File: config.mk
export PLATFORM = sky130hd
export DESIGN_NAME = effects_sequencer_flat
export DESIGN_NICKNAME = d
export VERILOG_FILES = /design/src/rtl/effects_sequencer_pkg.sv /design/src/rtl/effects_sequencer_if.sv /design/src/rtl/effects_sequencer_turn_watchdog.sv /design/src/rtl/effects_sequencer.sv /design/src/flat_wrapper.sv
export SDC_FILE = /design/constraint.sdc
export NUM_CORES = 1
export LEC_CHECK = 0
export ABC_AREA = 1
export CAP_MARGIN = 20
export CORE_AREA = 4 4 77 107
export DETAILED_ROUTE_END_ITERATION = 8
export DIE_AREA = 0 0 81 111
export PLACE_DENSITY = 0.82
export SKIP_LAST_GASP = 1
export SYNTH_ARGS = -nofsm -noshare
export SYNTH_HDL_FRONTEND = slang
export SYNTH_SLANG_ARGS = --single-unit
File: constraint.sdc
create_clock -name clk -period 3.9 [get_ports clk]
set_input_delay 0.78 -clock clk [delete_from_list [all_inputs] [get_ports clk]]
set_output_delay 0.78 -clock clk [all_outputs]
set_load 0.005 [all_outputs]
File: src/rtl/effects_sequencer_pkg.sv
// rtl/effects_sequencer_pkg.sv - shared state encoding and default sizes for the effects sequencer family
package effects_sequencer_pkg;

    localparam int DATA_WIDTH_DEFAULT = 16;
    localparam int N_EFFECTS_DEFAULT  = 4;
    localparam int TIMEOUT_DEFAULT    = 255;

    typedef enum logic [1:0] {
        ST_IDLE   = 2'd0,
        ST_SELECT = 2'd1,
        ST_WAIT   = 2'd2,
        ST_OUTPUT = 2'd3
    } seq_state_e;

endpackage

File: src/rtl/effects_sequencer_if.sv
// rtl/effects_sequencer_if.sv - sample and effect-slot bus between the sequencer and its environment
interface effects_sequencer_if
    import effects_sequencer_pkg::*;
#(
    parameter int DATA_WIDTH = DATA_WIDTH_DEFAULT,
    parameter int N_EFFECTS  = N_EFFECTS_DEFAULT
) ();

    logic                            sample_valid;
    logic [DATA_WIDTH-1:0]           sample_in;
    logic [N_EFFECTS-1:0]            effect_enable;
    logic [N_EFFECTS-1:0]            effect_done;
    logic [N_EFFECTS*DATA_WIDTH-1:0] effect_data_out;
    logic                            clear_flags;

    logic [N_EFFECTS-1:0]            effect_turn;
    logic [N_EFFECTS-1:0]            effect_cs;
    logic [DATA_WIDTH-1:0]           effect_data_in;
    logic [DATA_WIDTH-1:0]           sample_out;
    logic                            sample_out_valid;
    logic                            busy;
    logic                            overrun;
    logic                            timeout_err;

    // Sequencer side
    modport slave (
        input  sample_valid, sample_in, effect_enable, effect_done, effect_data_out, clear_flags,
        output effect_turn, effect_cs, effect_data_in, sample_out, sample_out_valid,
               busy, overrun, timeout_err
    );

    // Environment side: sample source, effect slots and status reader
    modport master (
        output sample_valid, sample_in, effect_enable, effect_done, effect_data_out, clear_flags,
        input  effect_turn, effect_cs, effect_data_in, sample_out, sample_out_valid,
               busy, overrun, timeout_err
    );

endinterface

File: src/rtl/effects_sequencer_turn_watchdog.sv
// rtl/effects_sequencer_turn_watchdog.sv - per-turn cycle counter that flags an unresponsive effect slot
module turn_watchdog #(
    parameter int TIMEOUT = 255
) (
    input  logic clk,
    input  logic rst,
    input  logic clear,
    input  logic enable,
    output logic expired
);

    localparam int CW = $clog2(TIMEOUT + 1);

    logic [CW-1:0] count_q, count_d;

    // The TIMEOUT-th enabled cycle is the expiring one, so the grant lasts exactly TIMEOUT cycles
    assign expired = enable && (count_q == CW'(TIMEOUT - 1));

    // Count enabled cycles, restart whenever the turn is not active
    always_comb begin
        count_d = count_q;
        if (clear) begin
            count_d = '0;
        end else if (enable && !expired) begin
            count_d = count_q + 1'b1;
        end
    end

    // Counter register
    always_ff @(posedge clk) begin
        if (rst) begin
            count_q <= '0;
        end else begin
            count_q <= count_d;
        end
    end

endmodule

File: src/rtl/effects_sequencer.sv
// rtl/effects_sequencer.sv - walks one sample through the enabled effect slots in index order
module effects_sequencer
    import effects_sequencer_pkg::*;
#(
    parameter int DATA_WIDTH = DATA_WIDTH_DEFAULT,
    parameter int N_EFFECTS  = N_EFFECTS_DEFAULT,
    parameter int TIMEOUT    = TIMEOUT_DEFAULT
) (
    input logic          clk,
    input logic          rst,
    effects_sequencer_if.slave bus
);

    localparam int IDX_W  = $clog2(N_EFFECTS + 1);
    localparam int SLOT_W = (N_EFFECTS > 1) ? $clog2(N_EFFECTS) : 1;

    seq_state_e            state_q, state_d;
    logic [IDX_W-1:0]      idx_q, idx_d;
    logic [DATA_WIDTH-1:0] work_q, work_d;
    logic [N_EFFECTS-1:0]  turn_q, turn_d;
    logic [N_EFFECTS-1:0]  cs_q, cs_d;
    logic [DATA_WIDTH-1:0] sample_out_q, sample_out_d;
    logic                  sample_out_valid_q, sample_out_valid_d;
    logic                  busy_q, busy_d;
    logic                  overrun_q, overrun_d;
    logic                  timeout_err_q, timeout_err_d;

    logic [SLOT_W-1:0]     slot;
    logic                  wd_expired;
    logic                  timeout_evt;
    logic                  overrun_evt;

    // idx only reaches N_EFFECTS in SELECT, where it is compared before slot is used
    assign slot = idx_q[SLOT_W-1:0];

    turn_watchdog #(.TIMEOUT(TIMEOUT)) u_watchdog (
        .clk     (clk),
        .rst     (rst),
        .clear   (state_q != ST_WAIT),
        .enable  (state_q == ST_WAIT),
        .expired (wd_expired)
    );

    // Next-state and registered-output computation for the pass sequencer
    always_comb begin
        state_d            = state_q;
        idx_d              = idx_q;
        work_d             = work_q;
        turn_d             = turn_q;
        cs_d               = cs_q;
        sample_out_d       = sample_out_q;
        sample_out_valid_d = 1'b0;
        timeout_evt        = 1'b0;
        overrun_evt        = bus.sample_valid && (state_q != ST_IDLE);

        case (state_q)
            ST_IDLE: begin
                if (bus.sample_valid) begin
                    work_d  = bus.sample_in;
                    cs_d    = bus.effect_enable;
                    idx_d   = '0;
                    state_d = ST_SELECT;
                end
            end
            ST_SELECT: begin
                if (idx_q == IDX_W'(N_EFFECTS)) begin
                    sample_out_d       = work_q;
                    sample_out_valid_d = 1'b1;
                    state_d            = ST_OUTPUT;
                end else if (cs_q[slot]) begin
                    turn_d  = N_EFFECTS'(1) << slot;
                    state_d = ST_WAIT;
                end else begin
                    idx_d = idx_q + 1'b1;
                end
            end
            ST_WAIT: begin
                // Done takes priority over a simultaneous expiry
                if (bus.effect_done[slot]) begin
                    work_d  = bus.effect_data_out[int'(slot)*DATA_WIDTH +: DATA_WIDTH];
                    turn_d  = '0;
                    idx_d   = idx_q + 1'b1;
                    state_d = ST_SELECT;
                end else if (wd_expired) begin
                    timeout_evt = 1'b1;
                    turn_d      = '0;
                    idx_d       = idx_q + 1'b1;
                    state_d     = ST_SELECT;
                end
            end
            ST_OUTPUT: begin
                state_d = ST_IDLE;
            end
            default: begin
                state_d = ST_IDLE;
            end
        endcase

        busy_d        = (state_d != ST_IDLE);
        // A set event in the same cycle as clear_flags keeps the flag set
        overrun_d     = (overrun_q && !bus.clear_flags) || overrun_evt;
        timeout_err_d = (timeout_err_q && !bus.clear_flags) || timeout_evt;
    end

    // State, work register and registered outputs
    always_ff @(posedge clk) begin
        if (rst) begin
            state_q            <= ST_IDLE;
            idx_q              <= '0;
            work_q             <= '0;
            turn_q             <= '0;
            cs_q               <= '0;
            sample_out_q       <= '0;
            sample_out_valid_q <= 1'b0;
            busy_q             <= 1'b0;
            overrun_q          <= 1'b0;
            timeout_err_q      <= 1'b0;
        end else begin
            state_q            <= state_d;
            idx_q              <= idx_d;
            work_q             <= work_d;
            turn_q             <= turn_d;
            cs_q               <= cs_d;
            sample_out_q       <= sample_out_d;
            sample_out_valid_q <= sample_out_valid_d;
            busy_q             <= busy_d;
            overrun_q          <= overrun_d;
            timeout_err_q      <= timeout_err_d;
        end
    end

    assign bus.effect_turn      = turn_q;
    assign bus.effect_cs        = cs_q;
    assign bus.effect_data_in   = work_q;
    assign bus.sample_out       = sample_out_q;
    assign bus.sample_out_valid = sample_out_valid_q;
    assign bus.busy             = busy_q;
    assign bus.overrun          = overrun_q;
    assign bus.timeout_err      = timeout_err_q;

endmodule
File: src/flat_wrapper.sv
// flat-port wrapper written by rule: the top's interface ports become plain ports
module effects_sequencer_flat import effects_sequencer_pkg::*;
#(
    parameter int DATA_WIDTH = DATA_WIDTH_DEFAULT,
    parameter int N_EFFECTS  = N_EFFECTS_DEFAULT,
    parameter int TIMEOUT    = TIMEOUT_DEFAULT
)
  (clk, rst, bus_sample_valid, bus_sample_in, bus_effect_enable, bus_effect_done, bus_effect_data_out, bus_clear_flags, bus_effect_turn, bus_effect_cs, bus_effect_data_in, bus_sample_out, bus_sample_out_valid, bus_busy, bus_overrun, bus_timeout_err);
  effects_sequencer_if #(.DATA_WIDTH(DATA_WIDTH), .N_EFFECTS(N_EFFECTS)) bus_i ();
  input logic clk;
  input logic rst;
  input wire logic [$bits(bus_i.sample_valid)-1:0] bus_sample_valid;
  input wire logic [$bits(bus_i.sample_in)-1:0] bus_sample_in;
  input wire logic [$bits(bus_i.effect_enable)-1:0] bus_effect_enable;
  input wire logic [$bits(bus_i.effect_done)-1:0] bus_effect_done;
  input wire logic [$bits(bus_i.effect_data_out)-1:0] bus_effect_data_out;
  input wire logic [$bits(bus_i.clear_flags)-1:0] bus_clear_flags;
  output wire logic [$bits(bus_i.effect_turn)-1:0] bus_effect_turn;
  output wire logic [$bits(bus_i.effect_cs)-1:0] bus_effect_cs;
  output wire logic [$bits(bus_i.effect_data_in)-1:0] bus_effect_data_in;
  output wire logic [$bits(bus_i.sample_out)-1:0] bus_sample_out;
  output wire logic [$bits(bus_i.sample_out_valid)-1:0] bus_sample_out_valid;
  output wire logic [$bits(bus_i.busy)-1:0] bus_busy;
  output wire logic [$bits(bus_i.overrun)-1:0] bus_overrun;
  output wire logic [$bits(bus_i.timeout_err)-1:0] bus_timeout_err;
  assign bus_i.sample_valid = bus_sample_valid;
  assign bus_i.sample_in = bus_sample_in;
  assign bus_i.effect_enable = bus_effect_enable;
  assign bus_i.effect_done = bus_effect_done;
  assign bus_i.effect_data_out = bus_effect_data_out;
  assign bus_i.clear_flags = bus_clear_flags;
  assign bus_effect_turn = bus_i.effect_turn;
  assign bus_effect_cs = bus_i.effect_cs;
  assign bus_effect_data_in = bus_i.effect_data_in;
  assign bus_sample_out = bus_i.sample_out;
  assign bus_sample_out_valid = bus_i.sample_out_valid;
  assign bus_busy = bus_i.busy;
  assign bus_overrun = bus_i.overrun;
  assign bus_timeout_err = bus_i.timeout_err;
  effects_sequencer #(.DATA_WIDTH(DATA_WIDTH), .N_EFFECTS(N_EFFECTS), .TIMEOUT(TIMEOUT)) u_core (.clk(clk), .rst(rst), .bus(bus_i));
endmodule
==> qor.csv <==
stage;metric;value;unit
synth;Syn Inst Count;512;
clock_network;clk root buf;clkbuf_8;
sta;final setup fails;0;
detailed_routing;DR WL met2;4.92;mm
cells_and_area;fin cells;738;
critical_path;Worst path max stage delay;450;ps
clock_network;Clk Latency, worst-skew pair;340;ps
detailed_routing;met1 WL;3.80;mm
synth;#FFs+latches synth;57;
power_and_ir_drop;pwr/cell area;390;nW/um2
sta;period utilization;0.700;
critical_path;Setup crit start;u_core.idx_q[0];
hold_path;HP Class;flip-flop to flip-flop;
clock_network;clk slew on worst S/H paths;70;ps
critical_path;crit-path most repeated cell;nand2_1;
critical_path;CP max FO;41;
sta;Tightest Pin Transition;730;ps
global_route;gr usage total;0.221;
synth;Mapped Avg Cell Area;6.27;um2
place;GP Congestion;0.869;
sta;FMAX;0.366;GHz
floorplan;row count;37;
clock_network;H-tree depth;3;
critical_path;Critical-path top delay cell;inv_2;
critical_path;Arr. time, crit path;2960;ps
critical_path;crit path cell chain;buf_4, inv_2, ha_1, nand2_1, inv_2, nand2_1, nand2_1, inv_1, nand3_1, inv_1, nor2_1, nor2_1;
detailed_routing;post-route ant nets;0;
critical_path;reg2reg end;u_core.idx_q[0];
sta;unrepaired setup endpoints after global routing;no;
detailed_routing;via/cell ratio;5.04;
detailed_routing;Iteration-0 DRC Markers;252;
detailed_routing;wire per inst;13.3;um
critical_path;CP Class;flip-flop to flip-flop;
clock_network;CTS tree;yes;
sta;Final Hold Vio Count;0;
floorplan;Initial Utilization;0.439;
power_and_ir_drop;leakage power;2.01;nW
place;total placed cells including tap cells;722;
synth;Synth cell types;26;
synth;Synth Cell Area;3210;um2
global_route;number of antenna violations at the first check in global routing;0;
run_status;status;finished clean;
global_route;first-pass GRT wire length;15.8;mm
flow_run;Max-cap violations;0;
synth;syn_nets;613;
cells_and_area;Final Util;0.655;
sta;max-slew violation count;0;
critical_path;critical path's top delay family;buffers and inverters;
critical_path;Setup crit end kind;flip-flop;
floorplan;Top-Level Pins;136;
synth;Yosys top cell by area;dfxtp_1;
critical_path;Crit path depth;12;
critical_path;RR Startpoint;u_core.idx_q[0];
place;IO buf count;135;
critical_path;crit path launch type;flip-flop;
global_route;grt ovf;0;
critical_path;WP data required;4130;ps
place;dpl hpwl;7.56;mm
sta;clk_skew;9.29;ps
sta;setup TNS;0;ps
critical_path;Reg2Reg Depth;12;
clock_network;Longest Clk Path Bufs;2;
cells_and_area;synthesis-to-finish area growth;49.2;%
critical_path;reg2reg setup slack;1170;ps
detailed_routing;routed length on met3;734;um
clock_network;Inserted Clock Buffers;9;
critical_path;WP buf/inv;5;
global_route;largest net degree at the start of global routing;42;
synth;commonest cells in the netlist;150 x nand2_1, 86 x nor2_1, 57 x dfxtp_1, 45 x o21ai_0, 43 x inv_1;
synth;dominant cells by area after synthesis;dfxtp_1 36%, nand2_1 18%, nor2_1 10%, o21ai_0 7.0%, inv_1 5.0%;
power_and_ir_drop;maximum vdd drop;208;uV
clock_network;CTS Sinks;57;
synth;asr flop ratio synth;0;
synth;synth warn;0;
clock_network;CTS resizes;0;
global_route;vias in the first global route;3537;
floorplan;Core Footprint;7310;um2
detailed_routing;final WL;9.84;mm
synth;post-synth top area share;0.355;
detailed_routing;# DRC;0;
clock_network;cts hold-fix bufs;0;
synth;Top FF cell, synth;dfxtp_1;
cells_and_area;final net count;737;
floorplan;full die area;8990;um2
synth;sequential area share after synthesis;0.355;
synth;Post-synth EDFFs;0;
sta;Slew headroom;0.511;
cells_and_area;diode count;0;
detailed_routing;routed via count;3723;
cells_and_area;layout cell share with drive strength beyond 1;0.0484;
sta;Tmin final;2730;ps
clock_network;Setup Fix Bufs, Post-CTS;0;
floorplan;die width;81;um
synth;count leader, synth;nand2_1;
critical_path;Critical Path End;u_core.idx_q[0];
detailed_routing;uppermost layer routed;met4;
detailed_routing;First-pass DRT Iterations;5;
floorplan;Die H;111;um
## layout by cell type, fill, tap and decap left out
master,count
dfxtp_1,57
o21ai_0,45
clkbuf_8,9
nand3_1,26
inv_1,43
nand2_2,1
nand4_1,6
o21ai_4,1
and3b_1,1
nor2_1,86
clkdlybuf4s50_1,135
a21oi_4,1
o22ai_1,16
nand3_2,1
clkinv_2,1
buf_4,4
a21oi_1,32
nor3_1,2
clkinv_1,1
clkinvlp_4,4
nand2_1,150
xnor2_1,1
inv_2,5
inv_4,1
nand2_4,1
bufinv_16,2
ha_1,9
## stage by stage
| step | area, um2 | worst slack [ps] | power [mW] | hold slack [ps] |
|---|---|---|---|---|
| finish | 4790 | 1170 | 1.87 | 447 |
| CTS | 4790 | 1180 | 1.88 | 455 |
| detailed placement | 4570 | 1190 | 1.28 | 445 |
| global route | 4790 | 885 | 1.98 | 483 |
| global placement | 4570 | 1310 | 1.26 | 441 |
| floorplan | 3210 | 2160 | 1.04 | 437 |
## worst register-to-register path, delay by kind of cell, from the launching register on
kind          cells  cell delay, ps
buf+inv           5            1080
flops             1             300
fa+ha+maj         1             270
simple gates      6             970
## layer usage
| layer | GRT usage | vias to the layer above |
|---|---|---|
| met5 | 0 | - |
| met4 | 0.118 | 0 |
| met3 | 0.0496 | 29 |
| met2 | 0.370 | 170 |
| met1 | 0.254 | 1648 |
| li1 | - | 1876 |
## kinds of logic (layout without fill, tap and decap cells)
group	count (synthesis)	in the layout	synth area share
DFF	57	57	0.355
xor gates and xnor gates	1	1	0.00273
and+or+nand+nor	274	274	0.342
buffers and inverters	76	205	0.103
adders and majority gates	9	9	0.0351
AOI/OAI and AO/OA	95	95	0.161
## worst min-delay path by stage
stage                                    to                    startpoint  cells after the start
6_report          u_core.bus.effect_turn[3]     u_core.bus.effect_turn[3]                      2
5_1_grt            u_core.bus.sample_out[3]      u_core.bus.sample_out[3]                      2
4_1_cts           u_core.bus.effect_turn[3]     u_core.bus.effect_turn[3]                      2
3_5_place_dp      u_core.bus.effect_turn[3]     u_core.bus.effect_turn[3]                      2
3_3_place_gp      u_core.bus.effect_turn[0]     u_core.bus.effect_turn[0]                      2
2_1_floorplan  u_core.u_watchdog.count_q[4]  u_core.u_watchdog.count_q[4]                      2
## power breakdown
part           internal [mW]  switching [mW]  total, mW
Combinational          0.280           0.316      0.596
Clock                  0.358           0.245      0.602
Sequential             0.632          0.0405      0.672
Total                   1.27           0.601       1.87
## registers in the layout, indices dropped and copies added, names as in the netlist
name,cells
u_core.bus.effect_turn,4
u_core.idx_q,3
u_core.u_watchdog.count_q,8
u_core.bus.sample_out,16
u_core.bus.busy,1
u_core.bus.sample_out_valid,1
u_core.bus.overrun,1
u_core.bus.effect_cs,4
u_core.bus.timeout_err,1
u_core.state_q,2
u_core.bus.effect_data_in,16
## final cells by class
| class | count | area [um2] |
|---|---|---|
| Fill cell | 695 | 2520 |
| Sequential cell | 57 | 1140 |
| Inverter | 50 | 190 |
| Multi-Input combinational cell | 379 | 1740 |
| Clock buffer | 9 | 124 |
| Tap cell | 97 | 121 |
| Timing Repair Buffer | 139 | 1380 |
| Clock inverter | 7 | 95.1 |
Note: power is estimated with default switching activity, not from simulation.
